<file path="config.mk">
export PLATFORM = sky130hd
export DESIGN_NAME = ahb_lite_single_master
export DESIGN_NICKNAME = d
export VERILOG_FILES = /design/src/rtl/ahb_lite_single_master.sv
export SDC_FILE = /design/constraint.sdc
export NUM_CORES = 1
export LEC_CHECK = 0
export CORE_UTILIZATION = 46
export CTS_CLUSTER_SIZE = 8
export DETAILED_ROUTE_END_ITERATION = 10
export PLACE_DENSITY_LB_ADDON = 0.05
export RECOVER_POWER = 50
export SLEW_MARGIN = 20
export SYNTH_ARGS = -nofsm -noshare
export SYNTH_HDL_FRONTEND = slang
export SYNTH_SLANG_ARGS = --single-unit
</file>
<file path="constraint.sdc">
create_clock -name HCLK -period 3.1 [get_ports HCLK]
set_input_delay 0.465 -clock HCLK [delete_from_list [all_inputs] [get_ports HCLK]]
set_output_delay 0.465 -clock HCLK [all_outputs]
set_load 0.01 [all_outputs]
</file>
<file path="src/rtl/ahb_lite_single_master.sv">
// AHB-Lite single-transfer initiator: local valid/ready commands -> NONSEQ word transfers.
// Optional macro AHB_PIPELINE_EN overlaps the next address phase with the current data phase.
module ahb_lite_single_master #(
    parameter logic [31:0] RESET_HADDR = 32'h0000_0000,
    parameter int          WAIT_CNT_W  = 8
) (
    input  logic                  HCLK,
    input  logic                  HRESET,
    input  logic                  cmd_valid,
    output logic                  cmd_ready,
    input  logic                  cmd_write,
    input  logic [31:0]           cmd_addr,
    input  logic [31:0]           cmd_wdata,
    output logic                  rsp_valid,
    output logic                  rsp_write,
    output logic                  rsp_err,
    output logic [31:0]           rsp_rdata,
    output logic [WAIT_CNT_W-1:0] rsp_waits,
    output logic [31:0]           HADDR,
    output logic [1:0]            HTRANS,
    output logic                  HWRITE,
    output logic [2:0]            HSIZE,
    output logic [31:0]           HWDATA,
    input  logic [31:0]           HRDATA,
    input  logic                  HREADY,
    input  logic                  HRESP,
    output logic                  busy
);

`ifdef AHB_PIPELINE_EN
    localparam logic PIPE_EN = 1'b1;
`else
    localparam logic PIPE_EN = 1'b0;
`endif

    localparam logic [WAIT_CNT_W-1:0] WAIT_ZERO = {WAIT_CNT_W{1'b0}};
    localparam logic [WAIT_CNT_W-1:0] WAIT_MAX  = {WAIT_CNT_W{1'b1}};
    localparam logic [WAIT_CNT_W-1:0] WAIT_ONE  = {{(WAIT_CNT_W-1){1'b0}}, 1'b1};

    typedef enum logic [1:0] {
        ST_IDLE = 2'b00,
        ST_ADDR = 2'b01,
        ST_DATA = 2'b10
    } state_e;

    state_e                  state_q,     state_d;
    logic                    pend_q,      pend_d;
    logic [31:0]             haddr_q,     haddr_d;
    logic                    hwrite_q,    hwrite_d;
    logic [31:0]             awdata_q,    awdata_d;
    logic                    dwrite_q,    dwrite_d;
    logic [31:0]             hwdata_q,    hwdata_d;
    logic [WAIT_CNT_W-1:0]   wait_cnt_q,  wait_cnt_d;
    logic                    rsp_valid_q, rsp_valid_d;
    logic                    rsp_write_q, rsp_write_d;
    logic                    rsp_err_q,   rsp_err_d;
    logic [31:0]             rsp_rdata_q, rsp_rdata_d;
    logic [WAIT_CNT_W-1:0]   rsp_waits_q, rsp_waits_d;

    logic cmd_ready_s;
    logic accept_s;
    logic addr_phase_s;
    logic cancel_s;

    // Handshake and address-phase qualification
    always_comb begin
        // The address slot is free, or the address on the bus is being taken this cycle
        cmd_ready_s  = (state_q == ST_IDLE) ||
                       (PIPE_EN && (state_q != ST_IDLE) && HREADY && !HRESP);
        accept_s     = cmd_valid && cmd_ready_s;
        addr_phase_s = (state_q == ST_ADDR) || pend_q;
        // Any ERROR cycle in our data phase withdraws a pipelined address
        cancel_s     = (state_q == ST_DATA) && HRESP;
    end

    // Next-state and next-register computation
    always_comb begin
        state_d     = state_q;
        pend_d      = pend_q;
        haddr_d     = haddr_q;
        hwrite_d    = hwrite_q;
        awdata_d    = awdata_q;
        dwrite_d    = dwrite_q;
        hwdata_d    = hwdata_q;
        wait_cnt_d  = wait_cnt_q;
        rsp_valid_d = 1'b0;
        rsp_write_d = rsp_write_q;
        rsp_err_d   = rsp_err_q;
        rsp_rdata_d = rsp_rdata_q;
        rsp_waits_d = rsp_waits_q;

        case (state_q)
            ST_IDLE: begin
                if (accept_s) begin
                    state_d = ST_ADDR;
                end else begin
                    state_d = ST_IDLE;
                end
            end
            ST_ADDR: begin
                if (HREADY) begin
                    state_d    = ST_DATA;
                    dwrite_d   = hwrite_q;
                    hwdata_d   = hwrite_q ? awdata_q : 32'h0000_0000;
                    wait_cnt_d = WAIT_ZERO;
                    pend_d     = accept_s;
                end else begin
                    state_d = ST_ADDR;
                end
            end
            ST_DATA: begin
                if (HREADY) begin
                    rsp_valid_d = 1'b1;
                    rsp_write_d = dwrite_q;
                    rsp_err_d   = HRESP;
                    rsp_rdata_d = (!dwrite_q && !HRESP) ? HRDATA : 32'h0000_0000;
                    rsp_waits_d = wait_cnt_q;
                    if (pend_q && !HRESP) begin
                        state_d    = ST_DATA;
                        dwrite_d   = hwrite_q;
                        hwdata_d   = hwrite_q ? awdata_q : 32'h0000_0000;
                        wait_cnt_d = WAIT_ZERO;
                        pend_d     = accept_s;
                    end else if (pend_q) begin
                        // Cancelled address is still in the slot; re-issue it next cycle
                        state_d  = ST_ADDR;
                        pend_d   = 1'b0;
                        hwdata_d = 32'h0000_0000;
                    end else if (accept_s) begin
                        state_d  = ST_ADDR;
                        hwdata_d = 32'h0000_0000;
                    end else begin
                        state_d  = ST_IDLE;
                        hwdata_d = 32'h0000_0000;
                    end
                end else begin
                    if (wait_cnt_q != WAIT_MAX) begin
                        wait_cnt_d = wait_cnt_q + WAIT_ONE;
                    end else begin
                        wait_cnt_d = wait_cnt_q;
                    end
                end
            end
            default: begin
                state_d = ST_IDLE;
                pend_d  = 1'b0;
            end
        endcase

        if (accept_s) begin
            haddr_d  = cmd_addr & 32'hFFFF_FFFC;
            hwrite_d = cmd_write;
            awdata_d = cmd_wdata;
        end else if (state_d == ST_IDLE) begin
            haddr_d  = RESET_HADDR;
            hwrite_d = 1'b0;
        end else begin
            haddr_d  = haddr_q;
            hwrite_d = hwrite_q;
        end
    end

    // State and output registers with synchronous reset
    always_ff @(posedge HCLK) begin
        if (HRESET) begin
            state_q     <= ST_IDLE;
            pend_q      <= 1'b0;
            haddr_q     <= RESET_HADDR;
            hwrite_q    <= 1'b0;
            awdata_q    <= 32'h0000_0000;
            dwrite_q    <= 1'b0;
            hwdata_q    <= 32'h0000_0000;
            wait_cnt_q  <= WAIT_ZERO;
            rsp_valid_q <= 1'b0;
            rsp_write_q <= 1'b0;
            rsp_err_q   <= 1'b0;
            rsp_rdata_q <= 32'h0000_0000;
            rsp_waits_q <= WAIT_ZERO;
        end else begin
            state_q     <= state_d;
            pend_q      <= pend_d;
            haddr_q     <= haddr_d;
            hwrite_q    <= hwrite_d;
            awdata_q    <= awdata_d;
            dwrite_q    <= dwrite_d;
            hwdata_q    <= hwdata_d;
            wait_cnt_q  <= wait_cnt_d;
            rsp_valid_q <= rsp_valid_d;
            rsp_write_q <= rsp_write_d;
            rsp_err_q   <= rsp_err_d;
            rsp_rdata_q <= rsp_rdata_d;
            rsp_waits_q <= rsp_waits_d;
        end
    end

    assign cmd_ready = cmd_ready_s;
    assign HTRANS    = (addr_phase_s && !cancel_s) ? 2'b10 : 2'b00;
    assign HADDR     = haddr_q;
    assign HWRITE    = hwrite_q;
    assign HSIZE     = 3'b010;
    assign HWDATA    = hwdata_q;
    assign busy      = (state_q != ST_IDLE);
    assign rsp_valid = rsp_valid_q;
    assign rsp_write = rsp_write_q;
    assign rsp_err   = rsp_err_q;
    assign rsp_rdata = rsp_rdata_q;
    assign rsp_waits = rsp_waits_q;

endmodule

</file>
# --- Word-level counts from Yosys, hierarchy flattened ---
# Index checks and enable logic that the tools add are counted.
word_totals:
  input_bits: 102
  output_inout_bits: 115
  wordCells: 75
  register_bits: 150
op_classes:
  eq_ne: 8
  n_bitwise: 2
  reduce_logical: 20
  n_mux: 31
  n_addsub: 1
ops:
  columns: ["operator", "n"]
  rows:
  - ["$mux W32", 7]
  - ["$pmux W32 S2", 1]
  - ["$mux W8", 4]
  - ["$pmux W8 S2", 1]
  - ["$mux W1", 10]
  - ["$mux W2", 5]
  - ["$add A8 B1 Y8 const B", 1]
  - ["$ne A8 B8 Y1 const B", 1]
  - ["$reduce_and A4 Y1", 2]
  - ["$ne A3 B2 Y1 const B", 2]
  - ["$pmux W2 S3", 1]
  - ["$reduce_and A3 Y1", 2]
  - ["$reduce_bool A2 Y1", 3]
  - ["$logic_and A1 B1 Y1", 5]
  - ["$logic_not A2 Y1", 2]
  - ["$ne A2 B2 Y1 const B", 2]
  - ["$logic_not A1 Y1", 3]
  - ["$pmux W1 S3", 1]
  - ["$eq A2 B1 Y1 const B", 1]
  - ["$eq A2 B2 Y1 const B", 1]
  - ["$ne A2 B1 Y1 const B", 1]
  - ["$not A1 Y1", 2]
  - ["$pmux W1 S2", 1]
  - ["$reduce_and A2 Y1", 1]
  - ["other kinds (2)", 2]

# --- Depth between registers and ports, before layout ---
# Gate-level depths: netlist (run 1).
logic_depth:
  word_depth: 10
  mapped_depth: 8

# --- Least setup slack after synthesis (run 1) ---
# Ideal clock, no wire load.
synth_timing:
  path_type: "register -> register"
  start: "register state_q[0]"
  end: "register hwdata_q[10] (netlist: HWDATA[10])"
  stages_incl_launch_ff: 8
  period_less_slack_ps: 1817
  setup_ps: 59
  t_required_ps: 3041
  setup_slack_ps: 1283
  arrival_ps: 1759
  cell_sequence: "dfxtp_1 -> inv_1 -> ha_1 -> buf_2 -> or2_1 -> a21oi_1 -> clkbuf_1 -> a22o_1"
synth_between:
  elab_chain_len: 3
synth_rtl:
  columns: ["element", "line", "source"]
  rows:
  - ["from (decl)", "46", "state_e state_q, state_d;"]
  - ["from (signal assigned)", "180", "state_q <= state_d;"]
  - ["$eq A2 B2 Y1 / $eq A2 B1 Y1 (equally long branches)", "92", "case (state_q)"]
  - ["$ne A2 B2 Y1 (no line) / $reduce_bool A2 Y1 (equally long branches)", null, null]
  - ["$reduce_and A3 Y1 (no line)", null, null]
  - ["to (signal assigned)", "186", "hwdata_q <= hwdata_d;"]
  - ["to (decl)", "52", "logic [31:0] hwdata_q, hwdata_d;"]
# Parallel ways exist; a longest one is shown, timed or not.
# A chain may end at the register's enable or synchronous reset.

# --- Worst setup path after layout (run 1) ---
layout_timing:
  start: "register state_q[1]"
  end: "register awdata_q[9]"
layout_between:
  elab_chain_len: 2
layout_rtl:
  columns: ["element", "line", "source"]
  rows:
  - ["$logic_not A2 Y1", "68", "cmd_ready_s = (state_q == ST_IDLE) ||"]
  - ["$logic_and A1 B1 Y1", "70", "accept_s = cmd_valid && cmd_ready_s;"]
  - ["to (signal assigned)", "184", "awdata_q <= awdata_d;"]
  - ["to (decl)", "50", "logic [31:0] awdata_q, awdata_d;"]
# No other way between the ends.

==> impl_metrics.py, run 1 <==
metrics = {
    "final_layout": {
        "final_core_util": 0.721,
        "fin_nets": 834,
        "drive_gt1_frac": 0.0568,
        "areaGrowthSynthToFinish_pct": 51.1,
        "diodes": 0,
    },
    "sta": {
        "rsz0062_at_grt": "false",
        "setup_viol_count_final": 0,
        "max_freq_mhz": 405,
        "worst_pin_slew_ns": 1.49,
        "relSlewSlack": 0.00518,
        "period_share": 0.797,
        "fin_tns_setup_ns": 0,
        "min_period_ns": 2.47,
        "final-hold-violation-count": 0,
        "final_max_slew_viol_count": 0,
        "skew_ns": 0.00584,
    },
    "cts": {
        "cts_buffer_depth": 2,
        "cts_buffers": 17,
        "cts_tree": "yes",
        "clock_latency_ns": 0.42,
        "post_cts_buffers": 0,
        "ctsRootBufferMaster": "clkbuf_16",
        "clk_pin_slew_worst_paths_ns": 0.05,
        "cts_resized": 0,
        "cts_sinks": 150,
        "hold_buffers": 0,
        "h-tree-depth": 4,
    },
    "synthesis": {
        "synth_edf_count": 0,
        "synth_seq_area_share": 0.575,
        "yosysWarnings": 0,
        "async_reset_ff_frac": 0,
        "synth_area_um2": 5220,
        "synth.avg_cell_area_um2": 9.83,
        "synth_top_flop_cell": "dfxtp_1",
        "synth.distinct_cells": 42,
        "ys_seq_elements": 150,
        "synth_cells": 531,
    },
    "floorplanning": {
        "start_util": 0.477,
        "dieArea_um2": 11800,
        "dieWidth_um": 109,
        "num_io_pins": 217,
        "rows": 38,
        "die_h_um": 109,
        "core-area_um2": 10900,
    },
    "flow_run": {
        "maxCapViolations": 1,
    },
    "setup_path": {
        "path_max_fanout": 33,
        "critPathCaptureType": "flip-flop",
        "cp.arrival_ns": 2.80,
        "critPathSlowestCell": "clkbuf_1",
        "cp_top_family": "buffers and inverters",
        "path_cells": "inv_1 > ha_1 > and2_0 > clkbuf_1 > nand2_1 > a21oi_1",
        "cp.depth": 6,
        "worst-path-buf-inv": 2,
        "critPathRequiredTime_ns": 3.43,
        "slowest_delay_ns": 1.10,
        "r2r_cells": 6,
        "critical_path_class": "reg2reg",
        "cp-start-kind": "flip-flop",
    },
    "min_path": {
        "min_path_cells": 2,
        "hold_path_class": "reg2reg",
    },
    "global_route": {
        "overflow": 0,
        "track_usage": 0.234,
        "grt_pass1_vias": 4493,
        "grt_max_degree": 44,
        "antenna_found_initial": 0,
        "grt_pass1_wl_um": 21300,
    },
    "routing": {
        "wl_um": 13700,
        "ant_nets": 0,
        "vias": 4586,
        "drtIter0Drc": 248,
        "viasPerCell": 5.22,
        "dr.pass1.iters": 4,
        "drcViolationCount": 0,
        "drt-wirelength-per-cell_um": 15.6,
    },
    "power": {
        "leakage_nw": 3.26,
        "irDropWorstVdd_mv": 0.476,
        "p_per_area_nw_per_um2": 533,
    },
    "placed_design": {
        "dp_hpwl_um": 9300,
        "place_congestion": 0.796,
        "io_buffers": 208,
    },
    "run_status": {
        "outcome": "complete, but fails checks",
        "violations": "capacitance limit",
    },
}
## sequential cells by signal, indices dropped and copies added, names as in the netlist
| signal | count |
|---|---|
| HADDR | 30 |
| HWDATA | 32 |
| HWRITE | 1 |
| awdata_q | 32 |
| dwrite_q | 1 |
| pend_q | 1 |
| rsp_err | 1 |
| rsp_rdata | 32 |
| rsp_valid | 1 |
| rsp_waits | 8 |
| rsp_write | 1 |
| state_q | 2 |
| wait_cnt_q | 8 |
## report_power, final
group          switching [mW]  internal (mW)
clock                   0.729           1.10
combinational           0.170          0.200
sequential             0.0265           1.98
total                   0.925           3.28
## routing by layer
metal	vias to the layer above	global-route usage	part of all wire
li1	2259	-	-
met1	2168	0.263	0.41
met2	138	0.396	0.50
met3	21	0.101	0.076
met4	0	0.0782	0.017
met5	-	0	0
## tightest hold or removal path, delay by kind of cell, from the launching register on
family           cells  cell delay, ns
AO/OA/AOI/OAI        1            0.05
flip-flops           1            0.30
AND/OR/NAND/NOR      1            0.05
## area by class of cell
type                    count  area [um^2]
fillers                   843         3050
clock inverters             4         20.0
repair buffers            217         2150
flip-flops and latches    150         3000
well taps                 140          175
clock buffers              27          503
inverters                   4         15.0
multi-input cells         337         2020
## layout by cell type (no fill, tap or decap), types with 2 or more instances in the layout
| cell | n |
|---|---|
| nand3_1 | 3 |
| nand4b_1 | 2 |
| nand2_1 | 92 |
| nor2_1 | 38 |
| a22oi_1 | 33 |
| nor4_1 | 2 |
| clkinv_2 | 4 |
| ha_1 | 5 |
| or3_1 | 2 |
| a21boi_1 | 2 |
| clkdlybuf4s50_1 | 112 |
| clkbuf_16 | 17 |
| mux2i_1 | 4 |
| o31ai_1 | 2 |
| o21ai_0 | 3 |
| nor3_1 | 3 |
| buf_4 | 6 |
| dfxtp_1 | 150 |
| nand4_1 | 2 |
| a21oi_1 | 49 |
| conb_1 | 6 |
| nand2b_1 | 3 |
| dlygate4sd3_1 | 95 |
| or4_1 | 2 |
| clkbuf_1 | 7 |
| a22o_1 | 63 |
| inv_1 | 4 |
| clkbuf_8 | 4 |
## synthesized netlist by cell type (all sizes together), types with 3 or more instances
library cell	n	area share
a21oi	50	0.048
clkbuf	21	0.015
a22oi	33	0.047
nor4	3	0.0036
nor2	39	0.028
ha	5	0.012
nand2	92	0.066
inv	4	0.0029
nand2b	3	0.0036
mux2i	4	0.0077
a22o	63	0.11
o21ai	3	0.0029
nor3	5	0.0067
nand3	3	0.0029
buf	23	0.029
dfxtp	150	0.58
## cells by family (layout without fill, tap and decap cells)
| family | after synthesis | after routing | share of synthesized area |
|---|---|---|---|
| other cells | 2 | 6 | 0.00144 |
| fa+ha+maj | 5 | 5 | 0.0120 |
| mux | 4 | 4 | 0.00767 |
| buf+inv | 48 | 252 | 0.0465 |
| simple gates | 164 | 164 | 0.139 |
| compound gates | 158 | 158 | 0.219 |
| flops | 150 | 150 | 0.575 |
## final timing paths
path | start | endpoint | slack (ns)
setup / recovery | state_q[1] | awdata_q[9] | 0.63
hold / removal | awdata_q[21] | awdata_q[21] | 0.45
setup reg to reg | state_q[1] | awdata_q[9] | 0.63
hold reg to reg | awdata_q[21] | awdata_q[21] | 0.45
## stage by stage
step	power (mW)	instance area (um^2)	hold WS [ns]	setup WS [ns]	instances
finish	4.20	7890	0.452	0.629	879
global route	4.35	7890	0.469	0.453	879
CTS	4.25	7900	0.454	0.640	879
detailed placement	2.43	7370	0.447	0.489	848
global placement	2.42	7370	0.441	0.539	848
floorplan	2.21	5240	0.436	1.28	535
Note: power is estimated with default switching activity, not from simulation.
==> run 2, diff against run 1 <==
--- a/config.mk
+++ b/config.mk
@@ -5,7 +5,7 @@
 export SDC_FILE = /design/constraint.sdc
 export NUM_CORES = 1
 export LEC_CHECK = 0
-export CORE_UTILIZATION = 46
+export CORE_UTILIZATION = 43
 export CTS_CLUSTER_SIZE = 8
 export DETAILED_ROUTE_END_ITERATION = 10
 export PLACE_DENSITY_LB_ADDON = 0.05
==> constraint.sdc (replaced) <==
create_clock -name HCLK -period 2.3 [get_ports HCLK]
set_input_delay 0.345 -clock HCLK [delete_from_list [all_inputs] [get_ports HCLK]]
set_output_delay 0.345 -clock HCLK [all_outputs]
set_load 0.01 [all_outputs]
==> run 2 against run 1 <==
  * Critical path type is now reg2out
  * Largest power group is now the clock network
  * The run ends with DRC left
  * Largest cell class unchanged
  * Power up 53%
  * Clock power increased by 74%
  * Clock-buffer cell count decreased by 6
  * Sequential cell count unchanged
  * Combinational power up 44%
  * Sequential power up 35%
==> impl_metrics.py, run 2 (synthesized netlist as in run 1, its figures left out) <==
metrics = {
    "routing": {
        "highest_layer": "met4",
        "drtIter0Drc": 307,
        "drcViolationCount": 10,
        "drt-wirelength-per-cell_um": 15.8,
        "vias": 4635,
        "dr.pass1.iters": 7,
        "ant_nets": 0,
        "wl_met1_um": 5830,
        "wl_um": 14100,
        "viasPerCell": 5.19,
        "wl_met2_um": 6800,
        "wl_met3_um": 1210,
    },
    "cts": {
        "clock_latency_ns": 0.42,
        "cts_buffer_depth": 2,
        "cts_buffers": 17,
        "cts_tree": "yes",
        "clk_pin_slew_worst_paths_ns": 0.06,
        "h-tree-depth": 4,
        "ctsRootBufferMaster": "clkbuf_16",
        "hold_buffers": 0,
        "cts_sinks": 150,
    },
    "flow_run": {
        "maxCapViolations": 0,
    },
    "final_layout": {
        "drive_gt1_frac": 0.0827,
        "diodes": 0,
        "fin_nets": 844,
        "final_common_cell": "clkdlybuf4s50_1",
        "final_area_um2": 8210,
        "stdcell_count": 893,
        "areaGrowthSynthToFinish_pct": 57.2,
        "final_cell_mix": "clkdlybuf4s50_1 (206), dfxtp_1 (149), nand2_1 (92)",
    },
    "sta": {
        "max_freq_mhz": 448,
        "fin_ws_ns": 0.0687,
        "min_period_ns": 2.23,
        "skew_ns": 0.00473,
        "fin_tns_setup_ns": 0,
        "final_max_slew_viol_count": 0,
        "setup_viol_count_final": 0,
        "period_share": 0.970,
        "relSlewSlack": 0.402,
        "final-hold-violation-count": 0,
        "worst_pin_slew_ns": 0.896,
    },
    "setup_path": {
        "cp-start-kind": "flip-flop",
        "cp.arrival_ns": 1.89,
        "critPathRequiredTime_ns": 1.96,
        "critical_path_class": "reg2out",
        "path_max_fanout": 12,
        "critPathCaptureType": "primary output",
    },
    "floorplanning": {
        "core-area_um2": 11600,
        "die_h_um": 112,
        "start_util": 0.449,
        "rows": 39,
        "num_io_pins": 217,
        "dieArea_um2": 12600,
        "dieWidth_um": 112,
    },
    "global_route": {
        "grt_max_degree": 59,
        "grt_pass1_vias": 4599,
        "grt_pass1_wl_um": 22900,
        "track_usage": 0.232,
        "antenna_found_initial": 0,
        "overflow": 0,
    },
    "placed_design": {
        "placed_cells": 861,
        "io_buffers": 208,
        "dp_hpwl_um": 9780,
        "pre_cts_slack_ns": 0.0402,
        "place_congestion": 0.841,
        "dpl_cell_area_um2": 7500,
    },
    "run_status": {
        "violations": "DRC",
        "outcome": "complete, but fails checks",
    },
    "power": {
        "p_per_area_nw_per_um2": 784,
        "leakage_nw": 3.07,
        "irDropWorstVdd_mv": 0.631,
    },
    "min_path": {
        "hold_path_class": "in2reg",
    },
}
run 2: changes by cell type in the layout (fill, tap and decap cells not counted), moves of 2 or more:
cell,delta
buf_12,+4
buf_4,+8
bufinv_16,+6
clkbuf_1,-6
clkdlybuf4s50_1,+94
clkinv_2,-4
clkinvlp_4,+4
dlygate4sd3_1,-94
ha_1,-2
run 2: worst max-delay path, cell delays in order (launching register included):
cell and delay [ns]:
dfxtp_2 0.39, inv_1 0.09, ha_2 0.26, a21oi_1 0.18, clkdlybuf4s50_1 0.55
run 2: timing repair:
item	CTS	global route
gates resized for setup	1	3
endpoints found under the hold margin	0	0
setup buffers	0	0
cloned	0	0
setup endpoints to repair	1	1
run 2: cell type report:
cell class | instances | area [um^2]
fillers | 871 | 3410
well taps | 143 | 179
flip-flops and latches | 150 | 3000
inverters | 4 | 15.0
clock buffers | 21 | 470
multi-input cells | 337 | 2040
clock inverters | 11 | 219
repair buffers | 227 | 2280
run 2: final timing paths:
check	start	end	slack (ns)	depth (start not counted)
max	state_q[0]	HTRANS[1]	0.07	4
min	HRESET	awdata_q[14]	0.36	2
max reg2reg	state_q[0]	HWDATA[20]	0.22	5
min reg2reg	awdata_q[4]	awdata_q[4]	0.45	2
run 2: stage by stage:
stage	hold WS [ns]	utilization	power, mW
final	0.355	0.707	6.43
after CTS	0.338	0.705	6.48
after global routing	0.368	0.707	6.65
after floorplan	0.436	-	2.98
after global placement	0.441	0.646	3.28
after detailed placement	0.447	0.646	3.29
run 2: power breakdown:
part	internal (mW)	switching [mW]
Sequential	2.67	0.0393
Clock	2.12	1.07
Combinational	0.297	0.233
run 2: per-layer routing:
| metal | track usage | up-vias |
|---|---|---|
| met5 | 0 | - |
| met4 | 0.102 | 0 |
| met3 | 0.0875 | 21 |
| met2 | 0.386 | 175 |
| met1 | 0.266 | 2160 |
| li1 | - | 2279 |
==> run 3, diff against run 2 <==
--- a/config.mk
+++ b/config.mk
@@ -10,6 +10,7 @@
 export DETAILED_ROUTE_END_ITERATION = 10
 export PLACE_DENSITY_LB_ADDON = 0.05
 export RECOVER_POWER = 50
+export SKIP_CTS_REPAIR_TIMING = 1
 export SLEW_MARGIN = 20
 export SYNTH_ARGS = -nofsm -noshare
 export SYNTH_HDL_FRONTEND = slang
==> results of run 3 <==
Final layout, timing and power as in run 2 (identical DEF).
